$ cat src/rtl/motion_macc_feeder_pkg.sv
// -----------------------------------------------------------------------------
// motion_macc_feeder_pkg
// Shared definitions for the motion MACC sequencing wrapper: FSM state
// encoding (one-hot, same style as the HLS core), operand/result counts,
// datapath width and the default WAIT timeout.
// -----------------------------------------------------------------------------
package motion_macc_feeder_pkg;

  localparam int NUM_OPERANDS           = 10;
  localparam int NUM_RESULTS            = 3;
  localparam int WORD_W                 = 32;
  localparam int DEFAULT_TIMEOUT_CYCLES = 64;
  localparam int WAIT_CNT_W             = 16;

  // One-hot encoding, one bit per state.
  typedef enum logic [3:0] {
    ST_LOAD  = 4'b0001,
    ST_START = 4'b0010,
    ST_WAIT  = 4'b0100,
    ST_DRAIN = 4'b1000
  } feeder_state_e;

  typedef logic [WORD_W-1:0] word_t;

endpackage

$ cat src/rtl/motion_result_serializer.sv
// -----------------------------------------------------------------------------
// motion_result_serializer
// Holds the three core results and plays them out on a valid/ready stream.
//
// Ports:
//   ap_clk, ap_rst       clock, synchronous active-high reset
//   capture_en           high while the controller waits on the core
//   res_vld[2:0]         per-result valid from the core (bit N-1 = outN)
//   res_in1..res_in3     result words from the core
//   drain_start          one-cycle pulse: begin playing out res[0..2]
//   m_data/m_valid/m_ready/m_last  output stream
//   last_hs              the out3 word is being accepted this cycle
// -----------------------------------------------------------------------------
module motion_result_serializer
  import motion_macc_feeder_pkg::*;
(
  input  logic              ap_clk,
  input  logic              ap_rst,
  input  logic              capture_en,
  input  logic [2:0]        res_vld,
  input  logic [WORD_W-1:0] res_in1,
  input  logic [WORD_W-1:0] res_in2,
  input  logic [WORD_W-1:0] res_in3,
  input  logic              drain_start,
  output logic [WORD_W-1:0] m_data,
  output logic              m_valid,
  input  logic              m_ready,
  output logic              m_last,
  output logic              last_hs
);

  word_t       res_r      [NUM_RESULTS];
  word_t       res_next_s [NUM_RESULTS];
  word_t       res_in_s   [NUM_RESULTS];
  word_t       next_word_s;
  logic [1:0]  idx_r;
  logic [1:0]  idx_inc_s;
  logic        m_valid_r;
  logic        m_last_r;
  word_t       m_data_r;
  logic        out_hs_s;

  assign res_in_s[0] = res_in1;
  assign res_in_s[1] = res_in2;
  assign res_in_s[2] = res_in3;

  assign idx_inc_s = idx_r + 2'd1;
  assign out_hs_s  = m_valid_r & m_ready;
  assign last_hs   = out_hs_s & m_last_r;

  // A result register only moves when its own valid is seen; a missing
  // valid leaves the previous transaction's value in place.
  always_comb begin
    for (int i = 0; i < NUM_RESULTS; i++) begin
      res_next_s[i] = res_r[i];
      if (capture_en && res_vld[i]) begin
        res_next_s[i] = res_in_s[i];
      end else begin
        res_next_s[i] = res_r[i];
      end
    end
  end

  // Word that follows the current one once it is accepted.
  always_comb begin
    next_word_s = res_r[0];
    case (idx_r)
      2'd0:    next_word_s = res_r[1];
      2'd1:    next_word_s = res_r[2];
      default: next_word_s = res_r[0];
    endcase
  end

  // Result storage.
  always_ff @(posedge ap_clk) begin
    if (ap_rst) begin
      for (int i = 0; i < NUM_RESULTS; i++) begin
        res_r[i] <= '0;
      end
    end else begin
      res_r <= res_next_s;
    end
  end

  // Output stream registers. The first word is taken from res_next_s so a
  // valid arriving together with done is already visible on the first beat.
  always_ff @(posedge ap_clk) begin
    if (ap_rst) begin
      m_valid_r <= 1'b0;
      m_last_r  <= 1'b0;
      m_data_r  <= '0;
      idx_r     <= 2'd0;
    end else if (drain_start) begin
      m_valid_r <= 1'b1;
      m_last_r  <= 1'b0;
      m_data_r  <= res_next_s[0];
      idx_r     <= 2'd0;
    end else if (out_hs_s) begin
      if (idx_r == 2'd2) begin
        m_valid_r <= 1'b0;
        m_last_r  <= 1'b0;
        idx_r     <= 2'd0;
      end else begin
        m_data_r  <= next_word_s;
        m_last_r  <= (idx_inc_s == 2'd2);
        idx_r     <= idx_inc_s;
      end
    end
  end

  assign m_data  = m_data_r;
  assign m_valid = m_valid_r;
  assign m_last  = m_last_r;

endmodule

$ cat src/rtl/motion_macc_feeder.sv
// -----------------------------------------------------------------------------
// motion_macc_feeder
// Sequencing wrapper around the motion MACC HLS core. Collects ten operand
// words from s_*, holds them on hls_in1..hls_in10, pulses hls_start once,
// waits for hls_done (bounded by TIMEOUT_CYCLES) and plays the three results
// out on m_* with m_last on the third word.
//
// Ports:
//   ap_clk, ap_rst            clock, synchronous active-high reset
//   s_data/s_valid/s_ready    operand stream (first word -> hls_in1)
//   m_data/m_valid/m_ready/m_last  result stream (out1, out2, out3)
//   hls_start, hls_done       core ap_start / ap_done
//   hls_in1..hls_in10         operands to the core
//   hls_out1..3, *_vld        results from the core
//   busy                      low only in LOAD
//   err_timeout               sticky core-timeout flag, cleared by reset
// -----------------------------------------------------------------------------
module motion_macc_feeder
  import motion_macc_feeder_pkg::*;
#(
  parameter int TIMEOUT_CYCLES = DEFAULT_TIMEOUT_CYCLES
) (
  input  logic              ap_clk,
  input  logic              ap_rst,
  input  logic [WORD_W-1:0] s_data,
  input  logic              s_valid,
  output logic              s_ready,
  output logic [WORD_W-1:0] m_data,
  output logic              m_valid,
  input  logic              m_ready,
  output logic              m_last,
  output logic              hls_start,
  input  logic              hls_done,
  output logic [WORD_W-1:0] hls_in1,
  output logic [WORD_W-1:0] hls_in2,
  output logic [WORD_W-1:0] hls_in3,
  output logic [WORD_W-1:0] hls_in4,
  output logic [WORD_W-1:0] hls_in5,
  output logic [WORD_W-1:0] hls_in6,
  output logic [WORD_W-1:0] hls_in7,
  output logic [WORD_W-1:0] hls_in8,
  output logic [WORD_W-1:0] hls_in9,
  output logic [WORD_W-1:0] hls_in10,
  input  logic [WORD_W-1:0] hls_out1,
  input  logic [WORD_W-1:0] hls_out2,
  input  logic [WORD_W-1:0] hls_out3,
  input  logic              hls_out1_vld,
  input  logic              hls_out2_vld,
  input  logic              hls_out3_vld,
  output logic              busy,
  output logic              err_timeout
);

  localparam logic [3:0]            LAST_OP   = 4'(NUM_OPERANDS - 1);
  localparam logic [WAIT_CNT_W-1:0] WAIT_LAST = WAIT_CNT_W'(TIMEOUT_CYCLES - 1);

  feeder_state_e         state_r;
  feeder_state_e         state_next_s;
  word_t                 op_r [NUM_OPERANDS];
  logic [3:0]            op_idx_r;
  logic [WAIT_CNT_W-1:0] wait_cnt_r;
  logic                  s_ready_r;
  logic                  hls_start_r;
  logic                  busy_r;
  logic                  err_timeout_r;
  logic                  ld_hs_s;
  logic                  capture_en_s;
  logic                  drain_go_s;
  logic                  timeout_hit_s;
  logic                  last_hs_s;

  // s_ready_r is a registered decode of LOAD, so it gates the handshake.
  assign ld_hs_s      = s_valid & s_ready_r;
  assign capture_en_s = (state_r == ST_WAIT);

  // Next-state logic. Done is tested before the timeout so it wins a tie.
  always_comb begin
    state_next_s  = state_r;
    drain_go_s    = 1'b0;
    timeout_hit_s = 1'b0;
    case (state_r)
      ST_LOAD: begin
        if (ld_hs_s && (op_idx_r == LAST_OP)) begin
          state_next_s = ST_START;
        end else begin
          state_next_s = ST_LOAD;
        end
      end
      ST_START: begin
        state_next_s = ST_WAIT;
      end
      ST_WAIT: begin
        if (hls_done) begin
          state_next_s = ST_DRAIN;
          drain_go_s   = 1'b1;
        end else if (wait_cnt_r == WAIT_LAST) begin
          state_next_s  = ST_LOAD;
          timeout_hit_s = 1'b1;
        end else begin
          state_next_s = ST_WAIT;
        end
      end
      ST_DRAIN: begin
        if (last_hs_s) begin
          state_next_s = ST_LOAD;
        end else begin
          state_next_s = ST_DRAIN;
        end
      end
      default: begin
        state_next_s = ST_LOAD;
      end
    endcase
  end

  // State register.
  always_ff @(posedge ap_clk) begin
    if (ap_rst) begin
      state_r <= ST_LOAD;
    end else begin
      state_r <= state_next_s;
    end
  end

  // Control outputs registered from the next state so they line up with it.
  always_ff @(posedge ap_clk) begin
    if (ap_rst) begin
      s_ready_r     <= 1'b0;
      hls_start_r   <= 1'b0;
      busy_r        <= 1'b0;
      err_timeout_r <= 1'b0;
    end else begin
      s_ready_r   <= (state_next_s == ST_LOAD);
      hls_start_r <= (state_next_s == ST_START);
      busy_r      <= (state_next_s != ST_LOAD);
      if (timeout_hit_s) begin
        err_timeout_r <= 1'b1;
      end
    end
  end

  // Operand capture; the registers only change on LOAD handshakes.
  always_ff @(posedge ap_clk) begin
    if (ap_rst) begin
      op_idx_r <= 4'd0;
      for (int i = 0; i < NUM_OPERANDS; i++) begin
        op_r[i] <= '0;
      end
    end else if (ld_hs_s) begin
      for (int i = 0; i < NUM_OPERANDS; i++) begin
        if (op_idx_r == 4'(i)) begin
          op_r[i] <= s_data;
        end
      end
      if (op_idx_r == LAST_OP) begin
        op_idx_r <= 4'd0;
      end else begin
        op_idx_r <= op_idx_r + 4'd1;
      end
    end
  end

  // WAIT cycle counter: cleared in START, one count per WAIT cycle.
  always_ff @(posedge ap_clk) begin
    if (ap_rst) begin
      wait_cnt_r <= '0;
    end else if (state_r == ST_START) begin
      wait_cnt_r <= '0;
    end else if (state_r == ST_WAIT) begin
      wait_cnt_r <= wait_cnt_r + WAIT_CNT_W'(1);
    end
  end

  motion_result_serializer u_serializer (
    .ap_clk      (ap_clk),
    .ap_rst      (ap_rst),
    .capture_en  (capture_en_s),
    .res_vld     ({hls_out3_vld, hls_out2_vld, hls_out1_vld}),
    .res_in1     (hls_out1),
    .res_in2     (hls_out2),
    .res_in3     (hls_out3),
    .drain_start (drain_go_s),
    .m_data      (m_data),
    .m_valid     (m_valid),
    .m_ready     (m_ready),
    .m_last      (m_last),
    .last_hs     (last_hs_s)
  );

  assign s_ready     = s_ready_r;
  assign hls_start   = hls_start_r;
  assign busy        = busy_r;
  assign err_timeout = err_timeout_r;

  assign hls_in1  = op_r[0];
  assign hls_in2  = op_r[1];
  assign hls_in3  = op_r[2];
  assign hls_in4  = op_r[3];
  assign hls_in5  = op_r[4];
  assign hls_in6  = op_r[5];
  assign hls_in7  = op_r[6];
  assign hls_in8  = op_r[7];
  assign hls_in9  = op_r[8];
  assign hls_in10 = op_r[9];

endmodule
$ cat config.mk
export PLATFORM = sky130hd
export DESIGN_NAME = motion_macc_feeder
export DESIGN_NICKNAME = d
export VERILOG_FILES = /design/src/rtl/motion_macc_feeder_pkg.sv /design/src/rtl/motion_result_serializer.sv /design/src/rtl/motion_macc_feeder.sv
export SDC_FILE = /design/constraint.sdc
export NUM_CORES = 1
export LEC_CHECK = 0
export ABC_AREA = 1
export BUFFER_PORTS_ARGS = -buffer_cell sky130_fd_sc_hd__buf_4
export CORE_AREA = 2 2 194 196
export CTS_CLUSTER_DIAMETER = 100
export DETAILED_ROUTE_END_ITERATION = 8
export DIE_AREA = 0 0 196 198
export GPL_TIMING_DRIVEN = 0
export PLACE_DENSITY = 0.77
export SLEW_MARGIN = 5
export SYNTH_ARGS = -nofsm -noshare
export SYNTH_HDL_FRONTEND = slang
export SYNTH_HIERARCHICAL = 1
export SYNTH_SLANG_ARGS = --single-unit
$ cat constraint.sdc
create_clock -name ap_clk -period 5.1 [get_ports ap_clk]
set_input_delay 0 -clock ap_clk [delete_from_list [all_inputs] [get_ports ap_clk]]
set_output_delay 0 -clock ap_clk [all_outputs]
set_load 0.005 [all_outputs]
==> summary.md, run 1 <==
| Metric | Value |
|---|---|
| Final critical-path share of the clock period | 0.5733 |
| Post-synthesis simple-gate area fraction | 0.1980 |
| Vias in the first global route | ~16k |
| Multiplexer area fraction after synthesis | 0 |
| Max incr delay on CP | 580 ps |
| Synth-to-Final Area Change | 37.69% |
| Top FF cell, synth | edfxtp_1 |
| Max Cap Violations | 0 |
| Synth Area in Compound Gates | 0.04849 |
| Num CTS Buffers | 47 |
| CP delay by family, top | buffers and inverters |
| Worst Path Max Fanout | 12 |
| GRT overflow | 0 |
| Synth Cell Area | between 15000 and 20000 µm² |
| Io pins | 494 |
| Final max-slew violation count | 0 |
| Register area | roughly 13000 µm² |
| Worst reg-to-reg setup slack | between 2000 and 2500 ps |
| Root buf cell | clkbuf_16 |
| Synthesized Nets | roughly 2.0k |
| Port bufs | 493 |
| # DRC | 0 |
| Die Area | approximately 39000 µm² |
| Starting Density | 0.4993 |
| Share of cells above drive strength 1 | 0.2495 |
| Post_cts resized | 0 |
| Critical path capture point type | flip-flop |
| Most common cell after layout, fill and taps aside | nor2_1 |
| Vias post-DR | approximately 16k |
| Inserted Diodes | 0 |
| Fmax achieved | around 340 MHz |
| All-Layer GR Usage | 0.3198 |
| Final hold vios | 0 |
| Synthesized-area fraction occupied by adder cells | 0.0006782 |
| Worst hold path class | in -> reg |
| EDFF count, synth | 320 |
| Avg Inst Size Synth | 10.13 µm² |
| Final #Nets | roughly 2.6k |
| Fraction of registers with async set/reset | 0 |
| Register area share after synthesis | 0.6933 |
| Worst-skew pair later-pin latency | ~570 ps |
| Post-synth cell types | 35 |
| WP data required | between 5000 and 6000 ps |
| Synthesized flop and latch total | 479 |
| Largest family of logic cells by synthesized area | simple AND/OR/NAND/NOR gates |
| Final setup fails | 0 |
| Clock Path Buffers | 3 |
| Final wirelength | roughly 64 mm |
| Routed Antenna Nets | 0 |
| Initial DRC count | approximately 1.5k |
| CP bufs+invs | 3 |
| Die Height | ~200 µm |
| Slowest cell on crit path | dlygate4sd3_1 |
| Synth Area in XOR/XNOR | 0.0009494 |
| Core area | 36960 µm² |
| Peak supply drop | between 200 and 250 µV |
| Largest net degree at the start of global routing | 33 |
| Run status | complete, no violations |
| Mapped Cells | 1821 |
| Arrival time worst endpoint | 3360 ps |
| Setup TNS | 0 ps |
| Final RePlAce weighted congestion | approximately 0.94 |
| Clock tree sinks | ~480 |
| TritonCTS clock tree | done |
| Clk pin slew, worst setup/hold paths | roughly 70 ps |
| Die X | between 150 and 200 µm |
| Leakage | 11.06 nW |
| Minimum clock period | a little under 3000 ps |
| DP Wirelength | ~45 mm |
| Initial antenna violation count | 0 |
| Worst slew pin tran | between 900 and 1000 ps |
| FP Rows | 71 |
| CTS HTree Levels | 2 |
| Syn. warnings | 6 |
| WS Path Type | reg -> reg |
| Pwr dens | roughly 320 nW/µm² |
| RSZ-0062 raised after global routing | false |
| Multi-input logic area | between 4000 and 5000 µm² |
| Max_slew headroom | 0.3581 |
| Worst Skew | ~24 ps |
| Routed length per instance | around 21 µm |
| Via density | between 5 and 6 |
| TritonRoute pass-1 iters | 5 |
| Commonest non-fill, non-tap cells in the layout | nor2_1 (560), buf_4 (498), edfxtp_1 (320) |
| Tightest hold margin | between 10 and 15 ps |
| Crit start category | flip-flop |
| Global-route wire length before repair | 92.54 mm |
| Filler cell count | roughly 2.6k |
| Worst-path cell chain | inv_1 > nand2_1 > nor2_2 > nand2_1 > o21ai_0 > dlygate4sd3_1 > nor2_1 > dlygate4sd3_1 |
flip-flops by register name, indices dropped and copies added (netlist names):
name                  cells
wait_cnt_r               16
hls_start                 1
state_r                   4
err_timeout               1
u_serializer/m_valid      1
u_serializer/idx_r        2
busy                      1
op_r                    320
s_ready                   1
u_serializer/m_data      32
op_idx_r                  4
u_serializer/res_r       96
final timing paths:
kind                                                from                            endpoint  cells past startpoint
worst max-delay path               state_r[3]$_SDFF_PP0_  u_serializer/res_r[0]$_SDFFE_PP0P_                      8
worst min-delay path                          s_data[15]           op_r[5][15]$_SDFFCE_PN0P_                      3
worst max register to register     state_r[3]$_SDFF_PP0_  u_serializer/res_r[0]$_SDFFE_PP0P_                      8
worst min register to register  err_timeout$_SDFFE_PP0P_            err_timeout$_SDFFE_PP0P_                      2
power breakdown:
group          internal (mW)  leakage (nW)  total (mW)  switching [mW]
combinational          0.258          5.73       0.562           0.304
sequential              4.24          4.60        4.28          0.0400
clock                   1.97         0.733        3.40            1.43
logic make-up (layout without fill, tap and decap cells):
kind of cell,count (synthesis),after routing
compound gates,164,164
xor+xnor,2,2
fa+ha+maj,1,1
buf+inv,254,942
flops,479,479
simple gates,921,921
timing repair:
action / 4_1_cts / 5_1_grt
setup buffers: 0 / 0
hold buffers: 110 / 0
hold endpoints to repair: 150 / 0
synthesized netlist by cell type (10+ instances only):
library cell	n	share of area
dfxtp_1	159	0.17
nand2_1	256	0.052
o21ai_0	92	0.025
edfxtp_1	320	0.52
buf_2	31	0.0084
clkinv_1	33	0.0067
a21oi_1	33	0.0090
nand3_1	83	0.023
o21ai_1	10	0.0027
nor2_1	560	0.11
o21a_1	18	0.0073
inv_1	133	0.027
clkbuf_1	38	0.0077
routing by layer:
metal | track usage | wire (µm)
met3 | 0.07852 | 6679
met1 | 0.3661 | 21990
met2 | 0.5679 | 31990
met5 | 0 | 0
met4 | 0.1453 | 2981
worst register-to-register path: cells and delay by family, from the launching register on:
| kind | cells | cell delay [ps] |
|---|---|---|
| simple gates | 4 | 990 |
| flops | 1 | 320 |
| compound gates | 1 | 250 |
| buf+inv | 3 | 1250 |
stage by stage:
stage / instance area (µm²) / util / total power, mW / instances / setup WS (ps)
after detailed placement: 22800 / 0.6171 / 4.847 / 2790 / 2452
after global placement: 22740 / 0.6155 / 4.834 / 2788 / 2454
after floorplan: 18450 / - / 4.475 / 1821 / 3137
after CTS: 25400 / 0.6873 / 8.244 / 2983 / 2317
final: 25400 / 0.6874 / 8.240 / 2983 / 2176
after global routing: 25400 / 0.6874 / 8.446 / 2983 / 2046
area by class of cell:
type / instances / share of cell area
Inverter: 169 / 0.02507
Clock inverter: 21 / 0.008225
Timing Repair Buffer: 605 / 0.1906
Sequential cell: 479 / 0.5035
Clock buffer: 62 / 0.05058
Tap cell: 474 / 0.02335
Multi-Input combinational cell: 1088 / 0.1811
Buffer: 85 / 0.01748
Power figures use the tool's default switching activity.
==> run 2, diff against run 1 <==
--- a/config.mk
+++ b/config.mk
@@ -7,12 +7,11 @@
 export LEC_CHECK = 0
 export ABC_AREA = 1
 export BUFFER_PORTS_ARGS = -buffer_cell sky130_fd_sc_hd__buf_4
-export CORE_AREA = 2 2 194 196
+export CORE_UTILIZATION = 47
 export CTS_CLUSTER_DIAMETER = 100
 export DETAILED_ROUTE_END_ITERATION = 8
-export DIE_AREA = 0 0 196 198
 export GPL_TIMING_DRIVEN = 0
-export PLACE_DENSITY = 0.77
+export PLACE_DENSITY = 0.75
 export SLEW_MARGIN = 5
 export SYNTH_ARGS = -nofsm -noshare
 export SYNTH_HDL_FRONTEND = slang
==> constraint.sdc (replaced) <==
create_clock -name ap_clk -period 2.55 [get_ports ap_clk]
set_input_delay 0 -clock ap_clk [delete_from_list [all_inputs] [get_ports ap_clk]]
set_output_delay 0 -clock ap_clk [all_outputs]
set_load 0.005 [all_outputs]
==> run 2 against run 1 <==
Against the previous run: utilization shrank 2.6 points; routed wire length down 2.2%; largest power group unchanged; count of clock-buffer cells in the layout up 3; critical endpoint is now u_serializer/res_r[39]$_SDFFE_PP0P_; sequential power rose by 100%; setup slack got worse by 2000 ps; global-route usage is 1.5 points lower; hold slack better by 19 ps.
==> summary.md, run 2 (synthesis gave the netlist of run 1 again) <==
| Metric | Value |
|---|---|
| Run status | complete, no violations |
| Routed Antenna Nets | 0 (unchanged) |
| All-Layer GR Usage | 0.3044 (-0.01539) |
| Worst reg-to-reg setup slack | 180 ps (-2000 ps) |
| DP Wirelength | 43.83 mm (-2.0%) |
| Die Height | 200.1 µm (+1.1%) |
| Share of cells above drive strength 1 | 0.2534 (+0.003879) |
| Worst slew pin tran | 929.2 ps (-30.19 ps) |
| Max Cap Violations | 0 (unchanged) |
| Final wirelength | 62.23 mm (-2.2%) |
| Commonest non-fill, non-tap cells in the layout | nor2_1 (560), buf_4 (498), edfxtp_1 (320) |
| CTS HTree Levels | 2 (unchanged) |
| Synth-to-Final Area Change | 38.55% |
| Dpl cells | 2837 (+1.7%) |
| Io pins | 494 (unchanged) |
| Clk pin slew, worst setup/hold paths | 60 ps (about the same) |
| Root buf cell | clkbuf_16 |
| TritonCTS clock tree | done |
| Final critical-path share of the clock period | 0.9293 (+0.3559) |
| Inserted Diodes | 0 (unchanged) |
| Max reg flops | 320 (unchanged) |
| Die Area | 40050 µm² (+3.2%) |
| Die X | 200.1 µm (+2.1%) |
| Final setup fails | 0 (unchanged) |
| Reg with most FFs | op_r |
| Largest net degree at the start of global routing | 33 (unchanged) |
| Core area | 38650 µm² (+4.6%) |
| Worst-skew pair later-pin latency | 550 ps (-20 ps) |
| Via density | 5.223 (-2.6%) |
| Post-Layout Cell Count | 3032 (+1.6%) |
| Port bufs | 493 (unchanged) |
| Post-CTS Setup Repair Bufs | 0 (unchanged) |
| RSZ-0062 raised after global routing | false |
| Fmax achieved | 422.0 MHz (+23%) |
| WS Path Type | reg -> reg |
| Routed length per instance | 20.52 µm (-3.8%) |
| Pre-CTS WS | -149.0 ps (-2601 ps) |
| Pwr dens | 648.3 nW/µm² (+100%) |
| WP data required | 2980 ps (-2560 ps) |
| Arrival time worst endpoint | 2800 ps (-560 ps) |
| Worst Path Max Fanout | 12 (unchanged) |
| Worst Skew | 6.794 ps (-17.65 ps) |
| # DRC | 0 (unchanged) |
| Vias post-DR | 15.84k (-1.0%) |
| Minimum clock period | 2370 ps (-554.4 ps) |
| Filler cell count | 2856 (+9.0%) |
| GRT overflow | 0 (unchanged) |
| Initial antenna violation count | 0 (unchanged) |
| Initial DRC count | 1501 (-2.8%) |
| Clock tree sinks | 479 (unchanged) |
| Global-route wire length before repair | 91.93 mm (-0.66%) |
| Worst hold path class | in -> reg |
| Final hold vios | 0 (unchanged) |
| Crit start category | flip-flop |
| Final #Nets | 2615 (+0.11%) |
| Final setup margin | 180.3 ps (-1996 ps) |
| Max_slew headroom | 0.3783 (+0.02020) |
| Most common cell after layout, fill and taps aside | nor2_1 |
| Vias in the first global route | 15.13k (-2.8%) |
| Peak supply drop | 385.3 µV (+91%) |
| Critical path capture point type | flip-flop |
| TritonRoute pass-1 iters | 6 (+1) |
| FP Rows | 72 (+1.4%) |
| Starting Density | 0.4774 (-0.02185) |
| Clock Path Buffers | 3 (unchanged) |
| Final RePlAce weighted congestion | 0.9220 (-1.6%) |
| Final max-slew violation count | 0 (unchanged) |
| Leakage | 11.10 nW (+0.39%) |
| Num CTS Buffers | 47 (unchanged) |
==> run 2: changes by cell type in the layout (fill, tap and decap cells not counted), sizes merged <==
cell	before	now
buf	542	545
clkbuf	100	103
clkinv	48	45
clkinvlp	0	3
inv	138	137
==> run 2: cell type report <==
class                           instances  area [µm²]  share of cell area
Sequential cell                       479       12790              0.5004
Inverter                              169       636.9             0.02491
Clock buffer                           65        1323             0.05174
Timing Repair Buffer                  608        4910              0.1921
Multi-Input combinational cell       1088        4602              0.1800
Tap cell                              518       648.1             0.02535
Buffer                                 85       444.2             0.01738
Clock inverter                         20       207.7            0.008125
==> run 2: metal layers <==
metal	wire, µm	track usage
met3	5733	0.06248
met2	31580	0.5481
met4	2509	0.1126
met5	0	0
met1	22410	0.3564
==> run 2: what timing repair did <==
action	in CTS	in global routing
gates resized for setup	1	0
hold buffers	110	0
hold endpoints to repair	171	0
endpoints found under the setup margin	32	0
==> run 2: path summary, 6_finish.rpt <==
| path | depth (start not counted) | end | start |
|---|---|---|---|
| worst max-delay path | 7 | u_serializer/res_r[39]$_SDFFE_PP0P_ | state_r[3]$_SDFF_PP0_ |
| worst min-delay path | 3 | op_r[0][12]$_SDFFCE_PN0P_ | s_data[12] |
| worst max register to register | 7 | u_serializer/res_r[39]$_SDFFE_PP0P_ | state_r[3]$_SDFF_PP0_ |
| worst min register to register | 2 | u_serializer/res_r[62]$_SDFFE_PP0P_ | u_serializer/res_r[62]$_SDFFE_PP0P_ |
==> run 2: critical path: stages, from the launching register on <==
cell and delay, ps:
dfxtp_1 320, inv_1 120, nand2_1 80, nor2_2 470
nand2_1 390, clkbuf_1 330, o21ai_0 460, nor2_1 70
==> run 2: where the power goes <==
group | switching, mW | internal [mW]
Combinational | 0.604 | 0.530
Sequential | 0.0765 | 8.47
Clock | 2.86 | 4.03
Total | 3.54 | 13.0
==> run 2: metrics by stage <==
stage | hold slack, ps | TNS (ps) | util | total power, mW | instance area, µm²
finish | 29.61 | 0 | 0.6615 | 16.57 | 25560
detailed placement | 250.6 | -8570 | 0.5932 | 9.698 | 22930
global route | 25.62 | 0 | 0.6615 | 16.98 | 25560
floorplan | 69.07 | 0 | - | 8.950 | 18450
CTS | 7.238 | 0 | 0.6614 | 16.61 | 25560
global placement | 245.1 | -7673 | 0.5899 | 9.667 | 22800
==> run 3, diff against run 2 <==
==> constraint.sdc (replaced) <==
create_clock -name ap_clk -period 2.55 [get_ports ap_clk]
set_input_delay 0.3825 -clock ap_clk [delete_from_list [all_inputs] [get_ports ap_clk]]
set_output_delay 0.3825 -clock ap_clk [all_outputs]
set_load 0.005 [all_outputs]
==> run 3 against run 2 <==
Against the previous run: clock power barely moved; register-to-register slack gained 70 ps; critical endpoint is now u_serializer/res_r[62]$_SDFFE_PP0P_; largest power group unchanged; clock skew increased by 1.0 ps; first-iteration DRC count down 13%; hold slack improved by 36 ps; sequential share of layout area up 2.3 points.
==> summary.md, run 3 (synthesis gave the netlist of run 1 again) <==
| Metric | Value |
|---|---|
| Design area | 24460 µm² (-4.3%) |
| R2R cell count | 7 (unchanged) |
| Post_cts resized | 1 (unchanged) |
| Die X | 200.1 µm (unchanged) |
| Max reg flops | 320 (unchanged) |
| Clock Path Buffers | 3 (unchanged) |
| # DRC | 0 (unchanged) |
| Commonest non-fill, non-tap cells in the layout | nor2_1 (560), buf_4 (498), edfxtp_1 (320) |
| Most frequent cell on the critical path | nand2_1 |
| Worst Skew | 7.831 ps (+1.037 ps) |
| Io pins | 494 (unchanged) |
| TritonRoute pass-1 iters | 5 (-1) |
| Crit start category | flip-flop |
| Hold worst-path end | err_timeout$_SDFFE_PP0P_ |
| Final RePlAce weighted congestion | 0.9220 (unchanged) |
| Max Cap Violations | 0 (unchanged) |
| Max_slew headroom | 0.3813 (+0.002913) |
| Hold Buf Count CTS | 0 (-100%) |
| DP Wirelength | 43.83 mm (unchanged) |
| Inserted Diodes | 0 (unchanged) |
| Worst hold path class | in -> reg |
| Leakage | 10.64 nW (-4.1%) |
| Largest net degree at the start of global routing | 33 (unchanged) |
| Vias post-DR | 15.14k (-4.4%) |
| Synth-to-Final Area Change | 32.59% |
| RSZ-0062 raised after global routing | false |
| Global-route wire length before repair | 86.59 mm (-5.8%) |
| Clk pin slew, worst setup/hold paths | 60 ps (about the same) |
| Arrival time worst endpoint | 2730 ps (-70 ps) |
| Hold Path Stages | 2 (-1) |
| DP Area | 22930 µm² (unchanged) |
| WP data required | 2970 ps (about the same) |
| Routed length per instance | 20.25 µm (-1.3%) |
| Root buf cell | clkbuf_16 |
| Critical path capture point type | flip-flop |
| Final max-slew violation count | 0 (unchanged) |
| FP Rows | 72 (unchanged) |
| Pwr dens | 671.5 nW/µm² (+3.6%) |
| Vias in the first global route | 14.33k (-5.3%) |
| Run status | complete, no violations |
| Peak supply drop | 385.1 µV (about the same) |
| Num CTS Buffers | 47 (unchanged) |
| Final wirelength | 59.18 mm (-4.9%) |
| Final #Nets | 2505 (-4.2%) |
| Final critical-path share of the clock period | 0.9035 (-0.02578) |
| Initial antenna violation count | 0 (unchanged) |
| Fmax achieved | 434.0 MHz (+2.9%) |
| Starting Density | 0.4774 (unchanged) |
| Final core utilization | 0.6330 (-0.02849) |
| Reg with most FFs | op_r |
| Minimum clock period | 2304 ps (-65.74 ps) |
| Worst-skew pair later-pin latency | 550 ps (about the same) |
| Die Height | 200.1 µm (unchanged) |
| Die Area | 40050 µm² (unchanged) |
| All-Layer GR Usage | 0.2895 (-0.01494) |
| RR Startpoint | state_r[3]$_SDFF_PP0_ |
| Worst-path cell chain | inv_1 > nand2_1 > nor2_2 > nand2_1 > clkbuf_1 > o21ai_0 > a21oi_1 |
| Core area | 38650 µm² (unchanged) |
| Via density | 5.182 (-0.78%) |
| Post-CTS Setup Repair Bufs | 0 (unchanged) |
| Reg-to-Reg End | u_serializer/res_r[62]$_SDFFE_PP0P_ |
| Worst reg-to-reg setup slack | 250 ps (+70 ps) |
| WS Path Type | reg -> reg |
| Final setup fails | 0 (unchanged) |
| Initial DRC count | 1309 (-13%) |
| Final hold vios | 0 (unchanged) |
| Hold_sp | ap_rst |
| CTS HTree Levels | 2 (unchanged) |
| Slowest cell on crit path | nor2_2 |
| Most common cell after layout, fill and taps aside | nor2_1 |
| GRT overflow | 0 (unchanged) |
| Worst Path Max Fanout | 12 (unchanged) |
| Routed Antenna Nets | 0 (unchanged) |
| Share of cells above drive strength 1 | 0.2650 (+0.01159) |
| Port bufs | 493 (unchanged) |
| Clock tree sinks | 479 (unchanged) |
| Max incr delay on CP | 460 ps (about the same) |
| Filler cell count | 3039 (+6.4%) |
| TritonCTS clock tree | done |
| Worst slew pin tran | 924.8 ps (-4.355 ps) |
## run 3: cell types whose count changed in the layout (fill, tap and decap cells not counted), sizes merged
| cell | delta |
|---|---|
| dlygate4sd3 | -110 |
## run 3: how the worst max path moves through the flow
stage	start	endpoint	slack, ps	cells after the start
final	state_r[3]$_SDFF_PP0_	u_serializer/res_r[62]$_SDFFE_PP0P_	250	7
after CTS	ap_rst	op_r[4][27]$_SDFFCE_PN0P_	40	5
after detailed placement	ap_rst	op_r[0][13]$_SDFFCE_PN0P_	-530	5
after global routing	state_r[1]$_SDFF_PP0_	u_serializer/m_data[27]$_SDFFE_PP0P_	120	9
after global placement	ap_rst	op_r[3][11]$_SDFFCE_PN0P_	-460	5
after floorplan	ap_rst	op_r[8][0]$_SDFFCE_PN0P_	500	4
## run 3: area by class of cell
class                           instances  area [µm²]  area share
Multi-Input combinational cell       1088        4602      0.1881
Inverter                              169       636.9     0.02603
Clock inverter                         20       207.7    0.008491
Timing Repair Buffer                  498        3809      0.1557
Sequential cell                       479       12790      0.5229
Tap cell                              518       648.1     0.02649
Clock buffer                           65        1323     0.05406
Buffer                                 85       444.2     0.01816
## run 3: critical path, delay by kind of cell (launching register included)
family	cells	cell delay (ps)
buf+inv	2	500
compound gates	2	450
flops	1	330
simple gates	3	900
## run 3: per-layer routing
layer | GRT usage | vias to the layer above | wire length [µm]
li1 | - | 6996 | -
met1 | 0.3421 | 7135 | 21480
met2 | 0.5117 | 863 | 29780
met3 | 0.05646 | 148 | 5269
met4 | 0.1253 | 0 | 2641
met5 | 0 | - | 0
## run 3: through the flow
step	worst slack, ps	TNS (ps)	total power [mW]	instances	hold WS [ps]
floorplan	501.2	0	8.950	1821	429.5
global placement	-463.1	-106530	9.667	2832	442.4
detailed placement	-531.4	-37780	9.698	2837	445.8
CTS	41.96	0	16.48	2922	50.15
global route	116.0	0	16.82	2922	55.53
finish	246.0	0	16.43	2922	65.43
## run 3: power breakdown
group	leakage (nW)	switching (mW)	internal (mW)	total, mW
registers	4.60	0.0765	8.47	8.55
logic	5.30	0.560	0.422	0.982
clock network	0.750	2.86	4.03	6.89
total	10.6	3.50	12.9	16.4
